==> config.mk <==
export PLATFORM = sky130hd
export DESIGN_NAME = fpu_issue_ctrl
export DESIGN_NICKNAME = d
export VERILOG_FILES = /design/src/rtl/fpu_pkg.sv /design/src/rtl/fpu_issue_ctrl.sv
export SDC_FILE = /design/constraint.sdc
export NUM_CORES = 1
export LEC_CHECK = 0
export ABC_CLOCK_PERIOD_IN_PS = 4740
export BUFFER_PORTS_ARGS = -buffer_cell sky130_fd_sc_hd__buf_2
export CORE_UTILIZATION = 49
export CTS_CLUSTER_DIAMETER = 30
export DETAILED_ROUTE_END_ITERATION = 6
export PLACE_DENSITY_LB_ADDON = 0.15
export RECOVER_POWER = 100
export SETUP_SLACK_MARGIN = 0.1
export SYNTH_ARGS = -nofsm -noshare
export SYNTH_HDL_FRONTEND = slang
export SYNTH_SLANG_ARGS = --single-unit
==> constraint.sdc <==
create_clock -name clk -period 4.74 [get_ports clk]
set_input_delay 0.237 -clock clk [delete_from_list [all_inputs] [get_ports clk]]
set_output_delay 0.237 -clock clk [all_outputs]
set_load 0.05 [all_outputs]
==> src/rtl/fpu_pkg.sv <==
// Shared definitions for the FPU issue controller: FSM states, rounding modes,
// exception flag bit positions and opcode encoding.
package fpu_pkg;

  typedef enum logic [1:0] {
    ST_IDLE  = 2'd0,
    ST_ISSUE = 2'd1,
    ST_WAIT  = 2'd2,
    ST_WB    = 2'd3
  } state_e;

  localparam logic [2:0] RM_RNE = 3'b000;
  localparam logic [2:0] RM_RTZ = 3'b001;
  localparam logic [2:0] RM_RDN = 3'b010;
  localparam logic [2:0] RM_RUP = 3'b011;
  localparam logic [2:0] RM_RMM = 3'b100;
  localparam logic [2:0] RM_DYN = 3'b111;

  // Positions inside the {NV,DZ,OF,UF,NX} flag vector
  localparam int FLAG_NV = 4;
  localparam int FLAG_DZ = 3;
  localparam int FLAG_OF = 2;
  localparam int FLAG_UF = 1;
  localparam int FLAG_NX = 0;

  localparam logic [4:0] OP_FADD  = 5'd0;
  localparam logic [4:0] OP_FSUB  = 5'd1;
  localparam logic [4:0] OP_FMUL  = 5'd2;
  localparam logic [4:0] OP_FDIV  = 5'd3;
  localparam logic [4:0] OP_FSQRT = 5'd4;

  function automatic logic [2:0] effective_rm(input logic [2:0] rm, input logic [2:0] frm);
    return (rm == RM_DYN) ? frm : rm;
  endfunction

  function automatic logic rm_legal(input logic [2:0] rm);
    return (rm <= RM_RMM);
  endfunction

endpackage

==> src/rtl/fpu_issue_ctrl.sv <==
// Single-operation FPU issue/writeback controller (IDLE -> ISSUE -> WAIT -> WB).
// Optional sticky exception accumulator enabled by macro FPU_FFLAGS_ACC_EN.
module fpu_issue_ctrl
  import fpu_pkg::*;
(
  input  logic        clk,
  input  logic        reset,
  input  logic        flush,
  input  logic        req_valid,
  output logic        req_ready,
  input  logic [4:0]  req_op,
  input  logic [2:0]  req_rm,
  input  logic [31:0] req_a,
  input  logic [31:0] req_b,
  input  logic [4:0]  req_rd,
  input  logic [2:0]  frm,
  output logic        fpu_valid_out,
  input  logic        fpu_ready_in,
  output logic [4:0]  fpu_op,
  output logic [2:0]  fpu_rm,
  output logic [31:0] fpu_a,
  output logic [31:0] fpu_b,
  input  logic        fpu_valid_in,
  output logic        fpu_ready_out,
  input  logic [31:0] fpu_y,
  input  logic        fpu_IV,
  input  logic        fpu_DZ,
  input  logic        fpu_OF,
  input  logic        fpu_UF,
  input  logic        fpu_IE,
  output logic        fpu_flush,
  output logic        wb_valid,
  input  logic        wb_ready,
  output logic [31:0] wb_data,
  output logic [4:0]  wb_rd,
  output logic [4:0]  wb_flags,
`ifdef FPU_FFLAGS_ACC_EN
  input  logic        fflags_clr,
  output logic [4:0]  fflags_out,
`endif
  output logic        illegal_rm
);

  state_e      state;
  state_e      state_next;
  logic [2:0]  rm_eff;
  logic        rm_ok;
  logic        accept;
  logic        issue_done;
  logic        result_done;
  logic        wb_done;
  logic [4:0]  res_flags;

  always_comb begin
    rm_eff      = effective_rm(req_rm, frm);
    rm_ok       = rm_legal(rm_eff);
    // flush blocks every handshake in the cycle it is asserted
    accept      = (state == ST_IDLE)  && req_valid    && !flush;
    issue_done  = (state == ST_ISSUE) && fpu_ready_in && !flush;
    result_done = (state == ST_WAIT)  && fpu_valid_in && !flush;
    wb_done     = (state == ST_WB)    && wb_ready     && !flush;
    res_flags          = 5'd0;
    res_flags[FLAG_NV] = fpu_IV;
    res_flags[FLAG_DZ] = fpu_DZ;
    res_flags[FLAG_OF] = fpu_OF;
    res_flags[FLAG_UF] = fpu_UF;
    res_flags[FLAG_NX] = fpu_IE;
  end

  always_comb begin
    state_next = state;
    if (flush) begin
      state_next = ST_IDLE;
    end else begin
      case (state)
        ST_IDLE:  state_next = (accept && rm_ok) ? ST_ISSUE : ST_IDLE;
        ST_ISSUE: state_next = issue_done  ? ST_WAIT : ST_ISSUE;
        ST_WAIT:  state_next = result_done ? ST_WB   : ST_WAIT;
        ST_WB:    state_next = wb_done     ? ST_IDLE : ST_WB;
        default:  state_next = ST_IDLE;
      endcase
    end
  end

  always_ff @(posedge clk) begin
    if (reset) state <= ST_IDLE;
    else       state <= state_next;
  end

  always_ff @(posedge clk) begin
    if (reset) begin
      illegal_rm <= 1'b0;
      fpu_op     <= 5'd0;
      fpu_rm     <= 3'd0;
      fpu_a      <= 32'd0;
      fpu_b      <= 32'd0;
      wb_rd      <= 5'd0;
      wb_data    <= 32'd0;
      wb_flags   <= 5'd0;
    end else begin
      illegal_rm <= accept && !rm_ok;
      if (accept && rm_ok) begin
        fpu_op <= req_op;
        fpu_rm <= rm_eff;
        fpu_a  <= req_a;
        fpu_b  <= req_b;
        wb_rd  <= req_rd;
      end
      if (result_done) begin
        wb_data  <= fpu_y;
        wb_flags <= res_flags;
      end
    end
  end

`ifdef FPU_FFLAGS_ACC_EN
  // Sticky accumulator: a clear removes older bits but never this cycle's new flags
  always_ff @(posedge clk) begin
    if (reset)           fflags_out <= 5'd0;
    else if (wb_done)    fflags_out <= (fflags_clr ? 5'd0 : fflags_out) | wb_flags;
    else if (fflags_clr) fflags_out <= 5'd0;
    else                 fflags_out <= fflags_out;
  end
`endif

  assign req_ready     = (state == ST_IDLE) && !flush && !reset;
  assign fpu_valid_out = (state == ST_ISSUE);
  assign fpu_ready_out = (state == ST_WAIT);
  assign wb_valid      = (state == ST_WB);
  assign fpu_flush     = flush;

endmodule

# [Word-level counts from Yosys, hierarchy flattened]
# Cells that the tools add are included.
[word_totals] register_bits=117 input_bits=124 output_inout_bits=120 word_cells=37
[op_classes] n_lt_le_gt_ge=1 eq_ne=4 n_mux=6 n_reduce_logical=17
[op_table] cell="1-bit logical AND" count=12
[op_table] cell="2-bit case mux with 4 select lines" count=1
[op_table] cell="2-bit == test (second input constant)" count=2
[op_table] cell="2-bit 2-to-1 mux" count=2
[op_table] cell="3-bit == test (second input constant)" count=1
[op_table] cell="3-bit less-or-equal comparator (second input constant)" count=1
[op_table] cell="1-bit logical NOT" count=3
[op_table] cell="3-bit 2-to-1 mux" count=1
[op_table] cell="2-bit by 1-bit == test with 1-bit output (second input constant)" count=1
[op_table] cell="2-bit logical NOT" count=1
[op_table] cell="1-bit 2-to-1 mux" count=2
[op_table] cell="2-bit OR reduction" count=1

# [Logic depth before layout (Yosys ltp)]
[depth] depth_word=6 mapped_depth=7 ltp_nobuf=3

# [Least setup slack after synthesis]
# OpenSTA, ideal clock, no wires.
[synth_timing] path_kind="input port to output port" start="input reset" end="output req_ready" arrival_ns=2.278 required_time_ns=4.503 path_slack_ns=2.225 cell_stages=4 path_buffers=3 path_cell_list="clkbuf_1 > buf_1 > clkbuf_1 > nor4_1"
[synth_via] elab_chain_cells=2
[synth_lines] item="start, declared" line="fpu_issue_ctrl.sv:7" source="input logic reset,"
[synth_lines] item="1-bit logical NOT" line="fpu_issue_ctrl.sv:126" source="assign req_ready = (state == ST_IDLE) && !flush && !reset;"
[synth_lines] item="1-bit logical AND" line="fpu_issue_ctrl.sv:126"
[synth_lines] item="end, declared" line="fpu_issue_ctrl.sv:10" source="output logic req_ready,"
# No other way between the ends.

==> metrics.md <==
| Metric | Value |
|---|---|
| Share of post-route cells with drive strength above 1 | 0.155 |
| Most common cell after layout, fill and taps aside | nand2_1 |
| Critical R2R Launch | state[0] |
| Req. time, crit path | 5.08 ns |
| Async set-reset flop share out of synthesis | 0 |
| Clock power share | 0.450 |
| CP Capture Type | flop |
| DR vias/cell | 5.91 |
| Global placement routability congestion | 0.781 |
| Ports | 244 |
| Clock skew | 0.00906 ns |
| Register area share after synthesis | 0.332 |
| Ys Warns | 0 |
| Mapped Area | 0.00705 mm² |
| Logic pwr share | 0.194 |
| Worst slew margin | -0.776 |
| Detailed Route WL | 19.6 mm |
| Synth Instances | 905 |
| Hold Path Sink | wb_flags[4] |
| Hold Path Depth | 3 |
| Main synth FF type | dfxtp_1 |
| Initial antenna violation count | 3 |
| Clk_lat worst skew | 0.41 ns |
| Post-placement cell area | 0.00811 mm² |
| Vias in the first global route | 6,149 |
| Net Sw Power | 0.925 mW |
| IO buf count | 243 |
| Synth cell types | 35 |
| Die H | 122 µm |
| Setup TNS Final | 0 ns |
| DP Worst Slack | 2.38 ns |
| Startpoint class of the critical path | primary input |
| DPL Wire Length | 11.4 mm |
| Sw frac | 0.304 |
| Die X | 122 µm |
| Nets | 1,179 |
| DRT Pass-1 Iters | 5 |
| Internal cell power | 2.12 mW |
| CP Class | primary input to flop |
| Crit share post-route | 0.681 |
| Final Setup Violations | 0 |
| Mean post-synth cell area | 7.79 µm² |
| Reg-to-Reg End | fpu_rm[2] |
| Gr usage total | 0.252 |
| Setup crit start | reset |
| Crit path time final | 3.23 ns |
| Worst-path maximum fanout | 155 |
| Hold crit path type | primary input to flop |
| P&R area growth vs syn | 21.5% |
| Grt total ovfl | 0 |
| 1st-iter DRT viols | 484 |
| RSZ-0062 raised after global routing | false |
| Syn Nets | 1,029 |
| Status | finished with violations |
| Slew Viols, Final | 249 |
| Root buffer cell | clkbuf_16 |
| Most frequent cells in the layout | nand2_1 (150), nand4_1 (148), clkbuf_1 (123) |
| Worst-Margin Slew | 2.66 ns |
| Antenna-violating nets left | 0 |
| Core area | 0.0139 mm² |
| Maximum clock frequency | 310 MHz |
| Final instance area | 0.00856 mm² |
| DIE AREA | 0.0149 mm² |
| Fin. Hold Viols | 0 |
| WL per Instance | 15.7 µm |
| # DRC | 0 |
| R2R depth | 4 |
| Starting Density | 0.506 |
| HP Start | fpu_IV |
| Max VDD drop | 0.000242 V |
| Failing checks | capacitance limit, slew limit |
| Leak pwr | 3.00 nW |
| Hold_buf cts | 0 |
| EDFF count, synth | 0 |
| Longest Clk Path Bufs | 2 |
| Power density over the cells | 356 mW/mm² |
| Max-cap check violation count | 4 |
| Placed cell count | 1,216 |
| Clock transition at path regs | 0.05 ns |
| Flops & latches, synth | 117 |
| Pin count of the biggest net entering global routing | 156 |
| Setup WS post-layout | 1.51 ns |
| WP data arrival | 3.57 ns |
| # Post-CTS Setup Buffers | 0 |
| Rows | 43 |
| Sink Count | 117 |
| Num CTS Buffers | 17 |
| Final Non-Filler Cells | 1,248 |
| Vias | 7,380 |
| FF-to-FF setup slack | 1.54 ns |
| Hold WS | 0.0648 ns |
| Flop pwr share | 0.356 |
| Global-route wire length before repair | 30.3 mm |
| Resize count post-CTS | 0 |
| H-tree Lvls | 4 |
| CTS tree | done |
-- flip-flops by register name, indices dropped and copies added, names as in the netlist --
register,flops
fpu_b,32
wb_flags,5
wb_rd,5
illegal_rm,1
state,2
fpu_op,5
fpu_rm,3
wb_data,32
fpu_a,32
-- cell type report --
cell class | instances | area (µm²)
Clock buffer | 22 | 484
Multi-Input combinational cell | 662 | 4190
Sequential cell | 117 | 2340
Clock inverter | 9 | 149
Timing Repair Buffer | 254 | 1160
Fill cell | 1328 | 5370
Antenna cell | 1 | 2.50
Tap cell | 180 | 225
Inverter | 3 | 11.3
-- worst max path at each step --
stage	to	cells after the start	slack, ns
global placement	fpu_rm[1]	3	2.40
CTS	fpu_rm[1]	3	2.38
detailed placement	fpu_rm[1]	3	2.38
global route	fpu_b[9]	5	1.14
finish	fpu_b[23]	5	1.51
floorplan	req_ready	4	2.23
-- through the flow --
step | total power, mW | utilization
after floorplan | 1.55 | -
after global placement | 1.71 | 0.582
after detailed placement | 1.71 | 0.582
after CTS | 3.09 | 0.627
after global routing | 3.17 | 0.615
final | 3.05 | 0.615
-- cells in the mapped netlist (3+ instances only) --
cell      number  area (µm²)
a211o_1       74         648
a21oi_1       40         200
and3_1         3        18.8
buf_1          8        30.0
buf_2          7        35.0
buf_6          6        67.6
clkbuf_1     101         379
dfxtp_1      117        2340
nand2_1      150         563
nand3_1       39         195
nand3b_1      38         285
nand4_1      148         926
nand4b_1      39         342
nor2b_1       76         475
or4b_1        35         350
-- per-layer routing --
layer	track usage	vias to the layer above	wire length, µm
met2	0.399	231	9170
met3	0.0833	28	1500
li1	-	3677	-
met1	0.319	3442	8580
met5	0	-	13
met4	0.0856	2	324
-- critical path, cell delays in order --
cell	delay (ns)
buf_6	0.33
inv_1	0.67
clkbuf_1	1.81
nand3_1	0.21
nand4_1	0.20
-- cells by family after synthesis --
group | Yosys count | synth area share
multiplexers | 1 | 0.00142
buffers and inverters | 126 | 0.0753
XOR/XNOR | 1 | 0.00124
flip-flops | 117 | 0.332
AO/OA/AOI/OAI | 122 | 0.130
AND/OR/NAND/NOR | 538 | 0.460
-- power groups by stage --
stage	clock network, mW	logic, mW	registers, mW
finish	1.37	0.590	1.09
floorplan	0	0.255	1.29
CTS	1.39	0.610	1.08
detailed placement	0	0.608	1.10
global placement	0	0.606	1.10
global route	1.44	0.633	1.09
No activity file was read; power rests on OpenSTA's default activity.
